$ cat config.mk
export PLATFORM = sky130hd
export DESIGN_NAME = nonce_sweep_ctrl
export DESIGN_NICKNAME = d
export VERILOG_FILES = /design/src/rtl/mining_pkg.sv /design/src/rtl/nonce_batch_gen.sv /design/src/rtl/nonce_sweep_ctrl.sv
export SDC_FILE = /design/constraint.sdc
export NUM_CORES = 1
export LEC_CHECK = 0
export ABC_AREA = 1
export CAP_MARGIN = 40
export CORE_MARGIN = 4
export CORE_UTILIZATION = 30
export DETAILED_ROUTE_END_ITERATION = 8
export SLEW_MARGIN = 5
export SYNTH_ARGS = -nofsm -noshare
export SYNTH_HDL_FRONTEND = slang
export SYNTH_SLANG_ARGS = --single-unit
export TNS_END_PERCENT = 20
$ cat constraint.sdc
create_clock -name clock -period 8.27 [get_ports clock]
set_input_delay 1.654 -clock clock [delete_from_list [all_inputs] [get_ports clock]]
set_output_delay 1.654 -clock clock [all_outputs]
set_load 0.01 [all_outputs]
$ cat src/rtl/mining_pkg.sv
// Shared definitions for the nonce sweep controller: state codes, widths, helpers.
package mining_pkg;

    localparam int unsigned NONCE_W_DEF = 32;
    localparam int unsigned MAX_CORES   = 16;
    localparam int unsigned CORE_IDX_W  = 4;

    typedef enum logic [2:0] {
        ST_IDLE    = 3'b000,
        ST_LOAD    = 3'b001,
        ST_ISSUE   = 3'b010,
        ST_WAIT    = 3'b011,
        ST_CHECK   = 3'b100,
        ST_FOUND   = 3'b101,
        ST_EXHAUST = 3'b110,
        ST_FAULT   = 3'b111
    } state_e;

    // Index of the lowest set bit; 0 when the vector is empty.
    function automatic logic [CORE_IDX_W-1:0] lowest_set(input logic [MAX_CORES-1:0] vec);
        logic [CORE_IDX_W-1:0] idx;
        idx = '0;
        for (int i = MAX_CORES - 1; i >= 0; i--) begin
            if (vec[i]) idx = CORE_IDX_W'(i);
        end
        return idx;
    endfunction

endpackage

$ cat src/rtl/nonce_batch_gen.sv
// Per-core nonce and enable generation for one batch starting at base.
module nonce_batch_gen #(
    parameter int unsigned N_CORES = 4,
    parameter int unsigned NONCE_W = 32
) (
    input  logic [NONCE_W-1:0]         base,
    input  logic [NONCE_W-1:0]         hi,
    output logic [N_CORES-1:0]         en_c,
    output logic [N_CORES*NONCE_W-1:0] nonce_c
);

    // A lane is enabled only if base+i neither wraps nor passes hi.
    always_comb begin
        logic [NONCE_W:0] sum;
        en_c    = '0;
        nonce_c = '0;
        sum     = '0;
        for (int i = 0; i < int'(N_CORES); i++) begin
            sum                           = {1'b0, base} + (NONCE_W+1)'(i);
            nonce_c[i*NONCE_W +: NONCE_W] = sum[NONCE_W-1:0];
            en_c[i]                       = !sum[NONCE_W] && (sum[NONCE_W-1:0] <= hi);
        end
    end

endmodule

$ cat src/rtl/nonce_sweep_ctrl.sv
// Batch-wise nonce range sweep across a hash-core array with hit/exhaust/abort/watchdog stop.
module nonce_sweep_ctrl
    import mining_pkg::*;
#(
    parameter int unsigned N_CORES = 4,
    parameter int unsigned NONCE_W = NONCE_W_DEF,
    parameter int unsigned WDOG_W  = 16
) (
    input  logic                       clock,
    input  logic                       reset,
    input  logic                       start,
    input  logic                       abort,
    input  logic [NONCE_W-1:0]         nonce_lo,
    input  logic [NONCE_W-1:0]         nonce_hi,
    input  logic [N_CORES-1:0]         core_done,
    input  logic [N_CORES-1:0]         core_hit,
    output logic                       core_start,
    output logic [N_CORES-1:0]         core_en,
    output logic [N_CORES*NONCE_W-1:0] core_nonce,
    output logic [2:0]                 state,
    output logic                       busy,
    output logic                       found,
    output logic [NONCE_W-1:0]         found_nonce,
    output logic                       exhausted,
    output logic                       fault,
    output logic [NONCE_W-1:0]         batch_cnt
);

    localparam logic [WDOG_W-1:0] WDOG_MAX = {WDOG_W{1'b1}};

    state_e                     state_q, state_d;
    logic [NONCE_W-1:0]         base_q, base_d;
    logic [NONCE_W-1:0]         hi_q, hi_d;
    logic [NONCE_W-1:0]         batch_cnt_q, batch_cnt_d;
    logic [NONCE_W-1:0]         found_nonce_q, found_nonce_d;
    logic [WDOG_W-1:0]          wdog_q, wdog_d;
    logic [N_CORES-1:0]         core_en_q, core_en_d;
    logic [N_CORES*NONCE_W-1:0] core_nonce_q, core_nonce_d;
    logic                       core_start_q, core_start_d;
    logic                       busy_q, busy_d;
    logic                       found_q, found_d;
    logic                       exhausted_q, exhausted_d;
    logic                       fault_q, fault_d;

    logic [N_CORES-1:0]         gen_en_c;
    logic [N_CORES*NONCE_W-1:0] gen_nonce_c;
    logic [N_CORES-1:0]         hits_c;
    logic [NONCE_W:0]           next_base_c;

    nonce_batch_gen #(
        .N_CORES (N_CORES),
        .NONCE_W (NONCE_W)
    ) u_batch_gen (
        .base    (base_q),
        .hi      (hi_q),
        .en_c    (gen_en_c),
        .nonce_c (gen_nonce_c)
    );

    assign hits_c      = core_hit & core_en_q;
    assign next_base_c = {1'b0, base_q} + (NONCE_W+1)'(N_CORES);

    // Next-state, datapath and flag computation; abort overrides everything.
    always_comb begin
        state_d       = state_q;
        base_d        = base_q;
        hi_d          = hi_q;
        batch_cnt_d   = batch_cnt_q;
        found_nonce_d = found_nonce_q;
        wdog_d        = wdog_q;
        core_en_d     = core_en_q;
        core_nonce_d  = core_nonce_q;
        core_start_d  = 1'b0;

        if (abort) begin
            state_d = ST_IDLE;
        end else begin
            case (state_q)
                ST_IDLE, ST_FOUND, ST_EXHAUST, ST_FAULT: begin
                    if (start) begin
                        hi_d          = nonce_hi;
                        base_d        = nonce_lo;
                        batch_cnt_d   = '0;
                        found_nonce_d = '0;
                        state_d       = ST_LOAD;
                    end
                end
                ST_LOAD: begin
                    if (base_q > hi_q) begin
                        state_d = ST_EXHAUST;
                    end else begin
                        core_en_d    = gen_en_c;
                        core_nonce_d = gen_nonce_c;
                        state_d      = ST_ISSUE;
                    end
                end
                ST_ISSUE: begin
                    core_start_d = 1'b1;
                    batch_cnt_d  = batch_cnt_q + NONCE_W'(1);
                    wdog_d       = '0;
                    state_d      = ST_WAIT;
                end
                ST_WAIT: begin
                    // Stale done from the previous batch is still up while core_start is visible.
                    wdog_d = wdog_q + WDOG_W'(1);
                    if (!core_start_q && ((core_done & core_en_q) == core_en_q)) begin
                        state_d = ST_CHECK;
                    end else if (wdog_d == WDOG_MAX) begin
                        state_d = ST_FAULT;
                    end
                end
                ST_CHECK: begin
                    if (hits_c != '0) begin
                        found_nonce_d = base_q + NONCE_W'(lowest_set(MAX_CORES'(hits_c)));
                        state_d       = ST_FOUND;
                    end else if (next_base_c[NONCE_W] || (next_base_c[NONCE_W-1:0] > hi_q)) begin
                        state_d = ST_EXHAUST;
                    end else begin
                        base_d  = next_base_c[NONCE_W-1:0];
                        state_d = ST_LOAD;
                    end
                end
                default: state_d = ST_IDLE;
            endcase
        end

        busy_d      = (state_d == ST_LOAD) || (state_d == ST_ISSUE) ||
                      (state_d == ST_WAIT) || (state_d == ST_CHECK);
        found_d     = (state_d == ST_FOUND);
        exhausted_d = (state_d == ST_EXHAUST);
        fault_d     = (state_d == ST_FAULT);
    end

    // State and datapath registers with synchronous reset.
    always_ff @(posedge clock) begin
        if (reset) begin
            state_q       <= ST_IDLE;
            base_q        <= '0;
            hi_q          <= '0;
            batch_cnt_q   <= '0;
            found_nonce_q <= '0;
            wdog_q        <= '0;
            core_en_q     <= '0;
            core_nonce_q  <= '0;
            core_start_q  <= 1'b0;
            busy_q        <= 1'b0;
            found_q       <= 1'b0;
            exhausted_q   <= 1'b0;
            fault_q       <= 1'b0;
        end else begin
            state_q       <= state_d;
            base_q        <= base_d;
            hi_q          <= hi_d;
            batch_cnt_q   <= batch_cnt_d;
            found_nonce_q <= found_nonce_d;
            wdog_q        <= wdog_d;
            core_en_q     <= core_en_d;
            core_nonce_q  <= core_nonce_d;
            core_start_q  <= core_start_d;
            busy_q        <= busy_d;
            found_q       <= found_d;
            exhausted_q   <= exhausted_d;
            fault_q       <= fault_d;
        end
    end

    assign core_start  = core_start_q;
    assign core_en     = core_en_q;
    assign core_nonce  = core_nonce_q;
    assign state       = state_q;
    assign busy        = busy_q;
    assign found       = found_q;
    assign found_nonce = found_nonce_q;
    assign exhausted   = exhausted_q;
    assign fault       = fault_q;
    assign batch_cnt   = batch_cnt_q;

endmodule

==> results of run 1 <==
## cell type report
type,count,area (sq um)
repair buffers,295,2920
clock buffers,42,867
multi-input cells,1877,10500
flip-flops and latches,282,5650
fillers,6057,35100
inverters,214,811
well taps,756,946
diodes,2,5.00
clock inverters,14,160
## worst reg2reg max path: stages (launching register included)
cell	delay, ps
sky130_fd_sc_hd__dfxtp_1	670
sky130_fd_sc_hd__ha_1	470
sky130_fd_sc_hd__inv_1	190
sky130_fd_sc_hd__nor2_1	300
sky130_fd_sc_hd__inv_1	70
sky130_fd_sc_hd__nor2_1	260
sky130_fd_sc_hd__inv_1	180
sky130_fd_sc_hd__nor4_2	380
sky130_fd_sc_hd__nand3_1	130
sky130_fd_sc_hd__nand2_1	130
sky130_fd_sc_hd__inv_1	50
sky130_fd_sc_hd__ha_1	270
sky130_fd_sc_hd__nand2_1	70
sky130_fd_sc_hd__nor2_1	140
sky130_fd_sc_hd__nand2_1	120
sky130_fd_sc_hd__nor4_1	370
sky130_fd_sc_hd__nand2_1	150
sky130_fd_sc_hd__nand2_1	80
sky130_fd_sc_hd__nand2_1	100
sky130_fd_sc_hd__nand3_1	90
sky130_fd_sc_hd__nand2_1	80
sky130_fd_sc_hd__nand2_2	70
sky130_fd_sc_hd__buf_4	550
sky130_fd_sc_hd__o21ai_0	190
sky130_fd_sc_hd__a21oi_1	140
## path summary, 6_finish.rpt
kind	slack, ps	to	start
worst min-delay path	460	found_nonce[25]	found_nonce[25]
worst max-delay path	2930	base_q[29]	base_q[2]
worst max register to register	2930	base_q[29]	base_q[2]
worst min register to register	460	found_nonce[25]	found_nonce[25]
## metrics by stage
step                hold slack, ps  utilization  area (sq um)  instances
floorplan                      445            -         17400       2473
detailed placement             455        0.366         20800       3424
global route                   482        0.384         21900       3482
global placement               452        0.365         20800       3423
finish                         464        0.384         21900       3482
CTS                            464        0.384         21900       3480
## placed cells by master, fill, tap and decap left out, drive strengths merged, types with 75 or more instances in the layout
| cell type | count |
|---|---|
| a21oi | 250 |
| clkdlybuf4s50 | 278 |
| dfxtp | 282 |
| ha | 166 |
| inv | 208 |
| nand2 | 493 |
| nand3 | 75 |
| nor2 | 382 |
| o21ai | 235 |
| xor2 | 100 |
## per-layer routing
layer / wire length, um / vias to the layer above
met4: 1850 / 2
li1: - / 8657
met1: 33500 / 7981
met3: 5340 / 97
met2: 28800 / 619
met5: 13 / -
## cell families after synthesis
logic type,synth area share
AOI/OAI and AO/OA,0.174
DFF,0.325
adders and majority gates,0.121
xor gates and xnor gates,0.0524
and+or+nand+nor,0.256
buffers and inverters,0.0720
## synthesized netlist by cell type, drive strengths merged
cell / instances / area share
a21oi: 250 / 0.072
a21boi: 1 / 0.00043
nand3b: 4 / 0.0017
clkinv: 7 / 0.0015
o21a: 6 / 0.0026
dfxtp: 282 / 0.32
o22ai: 3 / 0.0011
a2bb2oi: 1 / 0.00050
nor4: 17 / 0.0081
fa: 1 / 0.0012
a22oi: 1 / 0.00043
buf: 36 / 0.012
ha: 166 / 0.12
a31oi: 2 / 0.00072
xnor2: 4 / 0.0020
o21bai: 5 / 0.0024
o221ai: 2 / 0.0010
nand4: 32 / 0.012
nor4b: 2 / 0.0010
or2: 3 / 0.0011
nor3: 43 / 0.014
inv: 207 / 0.045
o21ai: 235 / 0.068
xor2: 100 / 0.050
nand2: 493 / 0.11
a21o: 4 / 0.0017
o31ai: 1 / 0.00043
nand3: 75 / 0.023
o211ai: 5 / 0.0022
nor2: 382 / 0.086
and3: 3 / 0.0011
a211oi: 36 / 0.021
clkbuf: 64 / 0.014
## flip-flops by register name, indices dropped and copies added, names as in the netlist
signal       flops
core_en          4
base_q          32
found_nonce     32
wdog_q          16
hi_q            32
state            3
found            1
fault            1
core_start       1
core_nonce     126
batch_cnt       32
exhausted        1
busy             1
## power groups by stage
stage / registers [mW] / clock network (mW) / logic (mW)
after detailed placement: 1.55 / 0 / 1.04
after global placement: 1.55 / 0 / 1.03
final: 1.52 / 1.42 / 1.05
after CTS: 1.52 / 1.46 / 1.04
after floorplan: 1.52 / 0 / 0.650
after global routing: 1.53 / 1.51 / 1.17
==> metrics.log, run 1 <==
INFO  metric gpl.final_weighted_congestion = 0.996
INFO  metric power_density = 183 nW/um^2
INFO  metric power.share.switching = 0.338
INFO  metric power.static_leakage = 8.64 nW
INFO  metric finalSetupViolCount = 0
INFO  metric detail_route.iter0.violations = 1,449
INFO  metric num_vias = 17.4k
INFO  metric final_net_count = 2,944
INFO  metric grt_usage = 0.214
INFO  metric drive_gt1_frac = 0.0529
INFO  metric viasPerCell = 4.98
INFO  metric min_period = 5340 ps
INFO  metric yosys_warnings = 0
INFO  metric pwr-share-seq = 0.380
INFO  metric layout_setup_ws = 2930 ps
INFO  metric skew = 31.1 ps
INFO  metric io_buffer_count = 279
INFO  metric area_delta_synth_final = 25.7%
INFO  metric syn-mean-instance-area = 7.03 sq um
INFO  metric numCtsBuffers = 31
INFO  metric critPathMaxStageDelay = 670 ps
INFO  metric worst_setup_ep_type = flop
INFO  metric post_synth_inst_count = 2,473
INFO  metric pin_slew_with_the_least_headroom_to_its_limit = 928 ps
INFO  metric grt-ovfl-total = 0
INFO  metric placement_rows = 87
INFO  metric critPathSlowestCell = sky130_fd_sc_hd__dfxtp_1
INFO  metric mappedNetlistNets = 2,716
INFO  metric reg2regPathDepth = 24
INFO  metric hpwlAfterDp = 55,300 um
INFO  metric die_x = 249 um
INFO  metric grt_use_met3 = 0.0405
INFO  metric global_route_wire_length_before_repair = 103,000 um
INFO  metric worstPathCellList = ha_1 > inv_1 > nor2_1 > inv_1 > nor2_1 > inv_1 > nor4_2 > nand3_1 > nand2_1 > inv_1 > ha_1 > nand2_1 > nor2_1 > nand2_1 > nor4_1 > nand2_1 > nand2_1 > nand2_1 > nand3_1 > nand2_1 > nand2_2 > buf_4 > o21ai_0 > a21oi_1
INFO  metric fin_setup_tns = 0 ps
INFO  metric cts_resized = 0
INFO  metric post-place-ws = 3000 ps
INFO  metric timing_worst_setup_path_type = flop to flop
INFO  metric first_global_vias = 16.0k
INFO  metric number_of_antenna_violations_at_the_first_check_in_global_routing = 3
INFO  metric use_met1 = 0.318
INFO  metric number_of_setup_buffers_added_after_cts = 0
INFO  metric grt_setup_unrepaired = false
INFO  metric worst-path-buf-inv = 5
INFO  metric cts_hold_repair.buffers = 0
INFO  metric worst-endpoint-required = 8780 ps
INFO  metric startpoint_type_of_the_worst_setup_path = flop
INFO  metric combinational_share_of_power = 0.264
INFO  metric post-layout-total-power = 4.00 mW
INFO  metric grt_util_met2 = 0.316
INFO  metric final_antenna_net_count = 0
INFO  metric final-hold-violation-count = 0
INFO  metric die_area = 61,900 sq um
INFO  metric clkLatencyLatePin = 600 ps
INFO  metric crit_top_cell = sky130_fd_sc_hd__nand2_1
INFO  metric timing.max_cap.violations = 0
INFO  metric achievable-frequency = 0.187 GHz
INFO  metric clkSinkCount = 282
INFO  metric chipHeight = 249 um
INFO  metric globalRoute.busiestLayer = met1
INFO  metric ctsRootBufferMaster = sky130_fd_sc_hd__clkbuf_16
INFO  metric floorplan.initialDensity = 0.305
INFO  metric pin_count = 280
INFO  metric cellInternalPower = 2.65 mW
INFO  metric cp_max_fo = 60
INFO  metric timing.final.crit_share = 0.645
INFO  metric peakVddDrop = 0.169 mV
INFO  metric clockBufferDepth = 3
INFO  metric drt_pre_antenna_iters = 7
INFO  metric power_switching = 1.35 mW
INFO  metric depth_of_the_cts_h_tree = 1
INFO  metric synthDistinctLibCells = 51
INFO  metric hold-path-cell-count = 2
INFO  metric synth_seq_area_share = 0.325
INFO  metric hold_class = flop to flop
INFO  metric tritoncts = built
INFO  metric maximum_number_of_pins_on_one_net_before_global_route_repair = 103
INFO  metric worstSetupPathDepth = 24
INFO  metric power.share.clock = 0.356
INFO  metric path_delay_family = simple AND/OR/NAND/NOR gates
INFO  metric total_of_flip_flops_plus_latches_after_synthesis = 282
INFO  metric final_routed_wirelength = 69,500 um
INFO  metric syn_area = 17,400 sq um
INFO  metric placeableCoreArea = 56,900 sq um
INFO  metric worstPathArrival = 5850 ps
INFO  metric number_of_pins_exceeding_their_max_slew_limit_in_the_final_report = 0
INFO  metric outcome = finished clean
INFO  metric remaining_drc_errors = 0
INFO  metric clk_pin_slew = 60 ps
INFO  metric max_slew_margin = 0.381
INFO  metric drt-wirelength-per-cell = 20.0 um
No activity file was read; power rests on OpenSTA's default activity.
==> run 2: changes to the inputs <==
==> constraint.sdc (replaced) <==
create_clock -name clock -period 5.5 [get_ports clock]
set_input_delay 1.1 -clock clock [delete_from_list [all_inputs] [get_ports clock]]
set_output_delay 1.1 -clock clock [all_outputs]
set_load 0.01 [all_outputs]
==> run 2 against run 1 <==
Against the previous run: die area stayed put; sequential share of layout area is 0.18 points lower; power is 46% higher.
==> metrics.log, run 2 (synthesis gave the netlist of run 1 again) <==
INFO  metric die_area = 61,900 sq um
INFO  metric globalRoute.busiestLayer = met2
INFO  metric placeableCoreArea = 56,900 sq um
INFO  metric first_global_vias = 16.1k
INFO  metric min_period = 4820 ps
INFO  metric grt_setup_unrepaired = false
INFO  metric cp_max_fo = 30
INFO  metric depth_of_the_cts_h_tree = 1
INFO  metric hold_class = flop to flop
INFO  metric grt_use_met3 = 0.0387
INFO  metric io_buffer_count = 279
INFO  metric clkLatencyLatePin = 580 ps
INFO  metric achievable-frequency = 0.207 GHz
INFO  metric use_met1 = 0.317
INFO  metric grt_usage = 0.216
INFO  metric floorplan.initialDensity = 0.305
INFO  metric skew = 19.1 ps
INFO  metric timing_worst_setup_path_type = flop to flop
INFO  metric worstPathArrival = 5340 ps
INFO  metric grt_util_met2 = 0.320
INFO  metric drt-wirelength-per-cell = 20.1 um
INFO  metric power.static_leakage = 8.75 nW
INFO  metric clockBufferDepth = 3
INFO  metric fin_setup_tns = 0 ps
INFO  metric grt-ovfl-total = 0
INFO  metric number_of_setup_buffers_added_after_cts = 0
INFO  metric postLayoutCoreUtil = 0.387
INFO  metric worst_setup_ep_type = flop
INFO  metric number_of_pins_exceeding_their_max_slew_limit_in_the_final_report = 0
INFO  metric power_density = 265 nW/um^2
INFO  metric number_of_antenna_violations_at_the_first_check_in_global_routing = 5
INFO  metric final_net_count = 2,976
INFO  metric final-hold-violation-count = 0
INFO  metric drive_gt1_frac = 0.0607
INFO  metric layout_setup_ws = 676 ps
INFO  metric pin_count = 280
INFO  metric outcome = finished clean
INFO  metric numCtsBuffers = 31
INFO  metric cts_hold_repair.buffers = 0
INFO  metric post-place-ws = 727 ps
INFO  metric peakVddDrop = 0.217 mV
INFO  metric detail_route.iter0.violations = 1,496
INFO  metric final_common_cell = sky130_fd_sc_hd__nand2_1
INFO  metric startpoint_type_of_the_worst_setup_path = flop
INFO  metric placement_rows = 87
INFO  metric chipHeight = 249 um
INFO  metric largest_reg_flops = 126
INFO  metric timing.final.crit_share = 0.877
INFO  metric mostFrequentLayoutCells = sky130_fd_sc_hd__nand2_1, sky130_fd_sc_hd__nor2_1, sky130_fd_sc_hd__dfxtp_1, sky130_fd_sc_hd__clkdlybuf4s50_1, sky130_fd_sc_hd__a21oi_1
INFO  metric remaining_drc_errors = 0
INFO  metric cts_resized = 0
INFO  metric num_vias = 17.4k
INFO  metric worst-endpoint-required = 6020 ps
INFO  metric area_delta_synth_final = 26.6%
INFO  metric hpwlAfterDp = 56,900 um
INFO  metric die_x = 249 um
INFO  metric gpl.final_weighted_congestion = 1.01
INFO  metric final_antenna_net_count = 0
INFO  metric viasPerCell = 4.95
INFO  metric finalSetupViolCount = 0
INFO  metric final_routed_wirelength = 70,600 um
INFO  metric max_slew_margin = 0.396
INFO  metric post-layout-total-power = 5.83 mW
INFO  metric ctsRootBufferMaster = sky130_fd_sc_hd__clkbuf_16
INFO  metric clk_pin_slew = 60 ps
INFO  metric maximum_number_of_pins_on_one_net_before_global_route_repair = 111
INFO  metric drt_pre_antenna_iters = 5
INFO  metric pin_slew_with_the_least_headroom_to_its_limit = 906 ps
INFO  metric global_route_wire_length_before_repair = 104,000 um
INFO  metric tritoncts = built
INFO  metric n_fill_cell = 6,033
INFO  metric timing.max_cap.violations = 0
INFO  metric clkSinkCount = 282
-- run 2: path summary, 6_finish.rpt --
check,to,from,cells after the start,slack [ps]
setup / recovery,base_q[2],base_q[2],24,680
hold / removal,core_nonce[98],core_nonce[98],2,460
hold reg to reg,core_nonce[98],core_nonce[98],2,460
setup reg to reg,base_q[2],base_q[2],24,680
-- run 2: area by class of cell --
class	instances	area [sq um]	share of cell area
flip-flops and latches	282	5650	0.257
inverters	214	811	0.0368
clock inverters	6	32.5	0.00148
diodes	4	10.0	0.000455
repair buffers	327	3190	0.145
multi-input cells	1877	10500	0.477
clock buffers	47	876	0.0398
well taps	756	946	0.0430
-- run 2: worst max-delay path: stages, from the launching register on --
cell and delay, ps:
sky130_fd_sc_hd__dfxtp_1 540, sky130_fd_sc_hd__ha_1 370, sky130_fd_sc_hd__inv_1 160, sky130_fd_sc_hd__nor2_1 230
sky130_fd_sc_hd__inv_1 60, sky130_fd_sc_hd__nor2_1 180, sky130_fd_sc_hd__inv_1 130, sky130_fd_sc_hd__nor4_2 370
sky130_fd_sc_hd__nand3_1 130, sky130_fd_sc_hd__nand2_1 110, sky130_fd_sc_hd__inv_1 50, sky130_fd_sc_hd__ha_1 270
sky130_fd_sc_hd__nand2_1 60, sky130_fd_sc_hd__nor2_1 140, sky130_fd_sc_hd__nand2_1 90, sky130_fd_sc_hd__nor4_1 250
sky130_fd_sc_hd__nand2_1 100, sky130_fd_sc_hd__nand2_1 60, sky130_fd_sc_hd__nand2_1 110, sky130_fd_sc_hd__nand3_1 100
sky130_fd_sc_hd__nand2_1 90, sky130_fd_sc_hd__nand2_2 450, sky130_fd_sc_hd__buf_4 410, sky130_fd_sc_hd__o21ai_0 120
sky130_fd_sc_hd__a21oi_1 130
-- run 2: routing by layer --
layer / wire, um / vias up
li1: - / 8721
met1: 33900 / 7952
met2: 29400 / 605
met3: 5100 / 96
met4: 2130 / 2
met5: 12 / -
-- run 2: through the flow --
stage | std cells | hold slack (ps) | area (sq um)
finish | 3513 | 463 | 22000
detailed placement | 3456 | 455 | 21100
global placement | 3455 | 451 | 21100
global route | 3513 | 481 | 22000
CTS | 3509 | 465 | 22000
floorplan | 2473 | 445 | 17400
-- run 2: power breakdown --
| group | internal [mW] | switching, mW |
|---|---|---|
| sequential | 2.15 | 0.111 |
| combinational | 0.608 | 1.03 |
| clock | 1.08 | 0.849 |
| total | 3.84 | 1.99 |
==> run 3: changes to the inputs <==
--- a/config.mk
+++ b/config.mk
@@ -10,6 +10,7 @@
 export CORE_MARGIN = 4
 export CORE_UTILIZATION = 30
 export DETAILED_ROUTE_END_ITERATION = 8
+export PLACE_DENSITY_LB_ADDON = 0.2
 export SLEW_MARGIN = 5
 export SYNTH_ARGS = -nofsm -noshare
 export SYNTH_HDL_FRONTEND = slang
==> run 3 against run 2 <==
Against the previous run: critical path type unchanged; die area did not move; critical path depth fell by 2; power rose by 7.0%; register-to-register slack got worse by 280 ps; sequential cell count did not move; non-clock buffer count fell by 15; global-route usage rose by 1.6 points.
==> metrics.log, run 3 (synthesis gave the netlist of run 1 again) <==
INFO  metric global_route_wire_length_before_repair = 111,000 um
INFO  metric cp_max_fo = 60
INFO  metric r2r_end = base_q[5]
INFO  metric numCtsBuffers = 36
INFO  metric timing.final.crit_share = 0.927
INFO  metric cts_hold_repair.buffers = 0
INFO  metric number_of_antenna_violations_at_the_first_check_in_global_routing = 1
INFO  metric clockBufferDepth = 3
INFO  metric power_density = 282 nW/um^2
INFO  metric drive_gt1_frac = 0.0615
INFO  metric reg2regPathDepth = 22
INFO  metric power.static_leakage = 8.81 nW
INFO  metric final_net_count = 2,966
INFO  metric remaining_drc_errors = 0
INFO  metric worst_hold_margin = 468 ps
INFO  metric timing_worst_setup_path_type = flop to flop
INFO  metric outcome = finished clean
INFO  metric wirelength_met1 = 37,100 um
INFO  metric depth_of_the_cts_h_tree = 2
INFO  metric area_delta_synth_final = 27.5%
INFO  metric layoutNonFillerInstCount = 3,504
INFO  metric number_of_setup_buffers_added_after_cts = 0
INFO  metric cellInternalPower = 4.12 mW
INFO  metric worst_setup_ep_type = flop
INFO  metric hpwlAfterDp = 59,700 um
INFO  metric min_period = 5100 ps
INFO  metric worst-endpoint-required = 5970 ps
INFO  metric met2_length = 31,200 um
INFO  metric max_slew_margin = 0.335
INFO  metric drt-wirelength-per-cell = 21.4 um
INFO  metric power.share.clock = 0.372
INFO  metric num_vias = 17.9k
INFO  metric clk_pin_slew = 60 ps
INFO  metric combinational_share_of_power = 0.264
INFO  metric final_routed_wirelength = 74,800 um
INFO  metric peakVddDrop = 0.177 mV
INFO  metric io_buffer_count = 279
INFO  metric fin_setup_tns = 0 ps
INFO  metric timing.critical_path.from = base_q[3]
INFO  metric number_of_pins_exceeding_their_max_slew_limit_in_the_final_report = 0
INFO  metric grt_usage = 0.232
INFO  metric viasPerCell = 5.11
INFO  metric regToRegStartpoint = base_q[3]
INFO  metric timing.max_cap.violations = 0
INFO  metric dpl.cell_count = 3,441
INFO  metric top_signal_layer_used = met4
INFO  metric worstPathArrival = 5570 ps
INFO  metric startpoint_type_of_the_worst_setup_path = flop
INFO  metric clkSinkCount = 282
INFO  metric placeableCoreArea = 56,900 sq um
INFO  metric gpl.final_weighted_congestion = 0.987
INFO  metric final_antenna_net_count = 0
INFO  metric fin_area = 22,200 sq um
INFO  metric tritoncts = built
INFO  metric pin_count = 280
INFO  metric power_switching = 2.12 mW
INFO  metric rrSetupSlack = 400 ps
INFO  metric clkLatencyLatePin = 550 ps
INFO  metric die_area = 61,900 sq um
INFO  metric first_global_vias = 17.0k
INFO  metric floorplan.initialDensity = 0.305
INFO  metric grt_setup_unrepaired = false
INFO  metric post-layout-total-power = 6.24 mW
INFO  metric largest_reg_flops = 126
INFO  metric layout_setup_ws = 399 ps
INFO  metric pin_slew_with_the_least_headroom_to_its_limit = 989 ps
INFO  metric n_fill_cell = 5,998
INFO  metric cts_resized = 0
INFO  metric final_common_cell = sky130_fd_sc_hd__nand2_1
INFO  metric placement_rows = 87
INFO  metric finalSetupViolCount = 0
INFO  metric route.met3.wl = 4960 um
INFO  metric hold_class = flop to flop
INFO  metric hold-path-cell-count = 2
INFO  metric detail_route.iter0.violations = 1,589
INFO  metric ctsRootBufferMaster = sky130_fd_sc_hd__clkbuf_16
INFO  metric pwr-share-seq = 0.364
INFO  metric skew = 20.1 ps
INFO  metric maximum_number_of_pins_on_one_net_before_global_route_repair = 104
INFO  metric drt_pre_antenna_iters = 5
INFO  metric power.share.switching = 0.340
INFO  metric chipHeight = 249 um
INFO  metric postLayoutCoreUtil = 0.389
INFO  metric grt-ovfl-total = 0
INFO  metric final-hold-violation-count = 0
INFO  metric mostFrequentLayoutCells = sky130_fd_sc_hd__nand2_1, sky130_fd_sc_hd__nor2_1, sky130_fd_sc_hd__dfxtp_1, sky130_fd_sc_hd__clkdlybuf4s50_1, sky130_fd_sc_hd__a21oi_1
INFO  metric achievable-frequency = 0.196 GHz
INFO  metric endpoint = base_q[5]
INFO  metric die_x = 249 um
INFO  metric placed_cell_area = 21,000 sq um
INFO  metric post-place-ws = 342 ps
==> run 3: changes by cell type in the layout (fill, tap and decap cells not counted) <==
cell and change:
sky130_fd_sc_hd__clkbuf_8 +2, sky130_fd_sc_hd__clkinvlp_4 +2, sky130_fd_sc_hd__nor3_1 -1, sky130_fd_sc_hd__inv_6 +2, sky130_fd_sc_hd__buf_16 +2, sky130_fd_sc_hd__clkbuf_16 +6, sky130_fd_sc_hd__nor3_2 +1, sky130_fd_sc_hd__diode_2 -3
sky130_fd_sc_hd__buf_4 -17, sky130_fd_sc_hd__bufinv_16 +1, sky130_fd_sc_hd__clkinv_2 +3, sky130_fd_sc_hd__clkbuf_1 -7
==> run 3: power by group through the flow <==
stage | Combinational, mW | Sequential, mW | Clock, mW
after global placement | 1.60 | 2.31 | 0
after CTS | 1.62 | 2.27 | 2.40
after global routing | 1.82 | 2.28 | 2.47
after floorplan | 0.977 | 2.29 | 0
final | 1.65 | 2.27 | 2.32
after detailed placement | 1.62 | 2.31 | 0
==> run 3: worst max-delay path, stage by stage (launching register included) <==
cell and delay [ps]:
sky130_fd_sc_hd__dfxtp_1 600, sky130_fd_sc_hd__ha_1 490, sky130_fd_sc_hd__inv_1 190, sky130_fd_sc_hd__nor2_1 350, sky130_fd_sc_hd__inv_1 70, sky130_fd_sc_hd__nor2_1 260
sky130_fd_sc_hd__inv_1 190, sky130_fd_sc_hd__nor4_2 420, sky130_fd_sc_hd__xor2_1 450, sky130_fd_sc_hd__ha_1 200, sky130_fd_sc_hd__nand2_1 90, sky130_fd_sc_hd__nor3_2 400
sky130_fd_sc_hd__nand2_1 110, sky130_fd_sc_hd__nand2_1 160, sky130_fd_sc_hd__nand2_1 70, sky130_fd_sc_hd__nand2_1 60, sky130_fd_sc_hd__nand2_1 80, sky130_fd_sc_hd__nand3_1 80
sky130_fd_sc_hd__nand2_1 80, sky130_fd_sc_hd__nand2_2 100, sky130_fd_sc_hd__buf_12 260, sky130_fd_sc_hd__nor2_1 100, sky130_fd_sc_hd__a211oi_2 140
==> run 3: area by class of cell <==
class,instances,area (sq um),area share
Multi-Input combinational cell,1877,10500,0.474
Sequential cell,282,5650,0.255
Timing Repair Buffer,312,3120,0.141
Clock buffer,48,1030,0.0464
Tap cell,756,946,0.0427
Inverter,214,811,0.0366
Clock inverter,14,110,0.00497
Antenna cell,1,2.50,0.000113
==> run 3: per-layer routing <==
metal  GRT usage  vias up
li1            -     8725
met1       0.350     8395
met2       0.347      709
met3      0.0347       80
met4      0.0518        0
met5           0        -
==> run 3: worst min-delay path by stage <==
stage               slack, ps        endpoint      startpoint
floorplan                 440      wdog_q[15]      wdog_q[15]
global placement          450      wdog_q[15]      wdog_q[15]
detailed placement        460  found_nonce[1]  found_nonce[1]
CTS                       470  found_nonce[5]  found_nonce[5]
global route              490  found_nonce[7]  found_nonce[7]
finish                    470  found_nonce[9]  found_nonce[9]
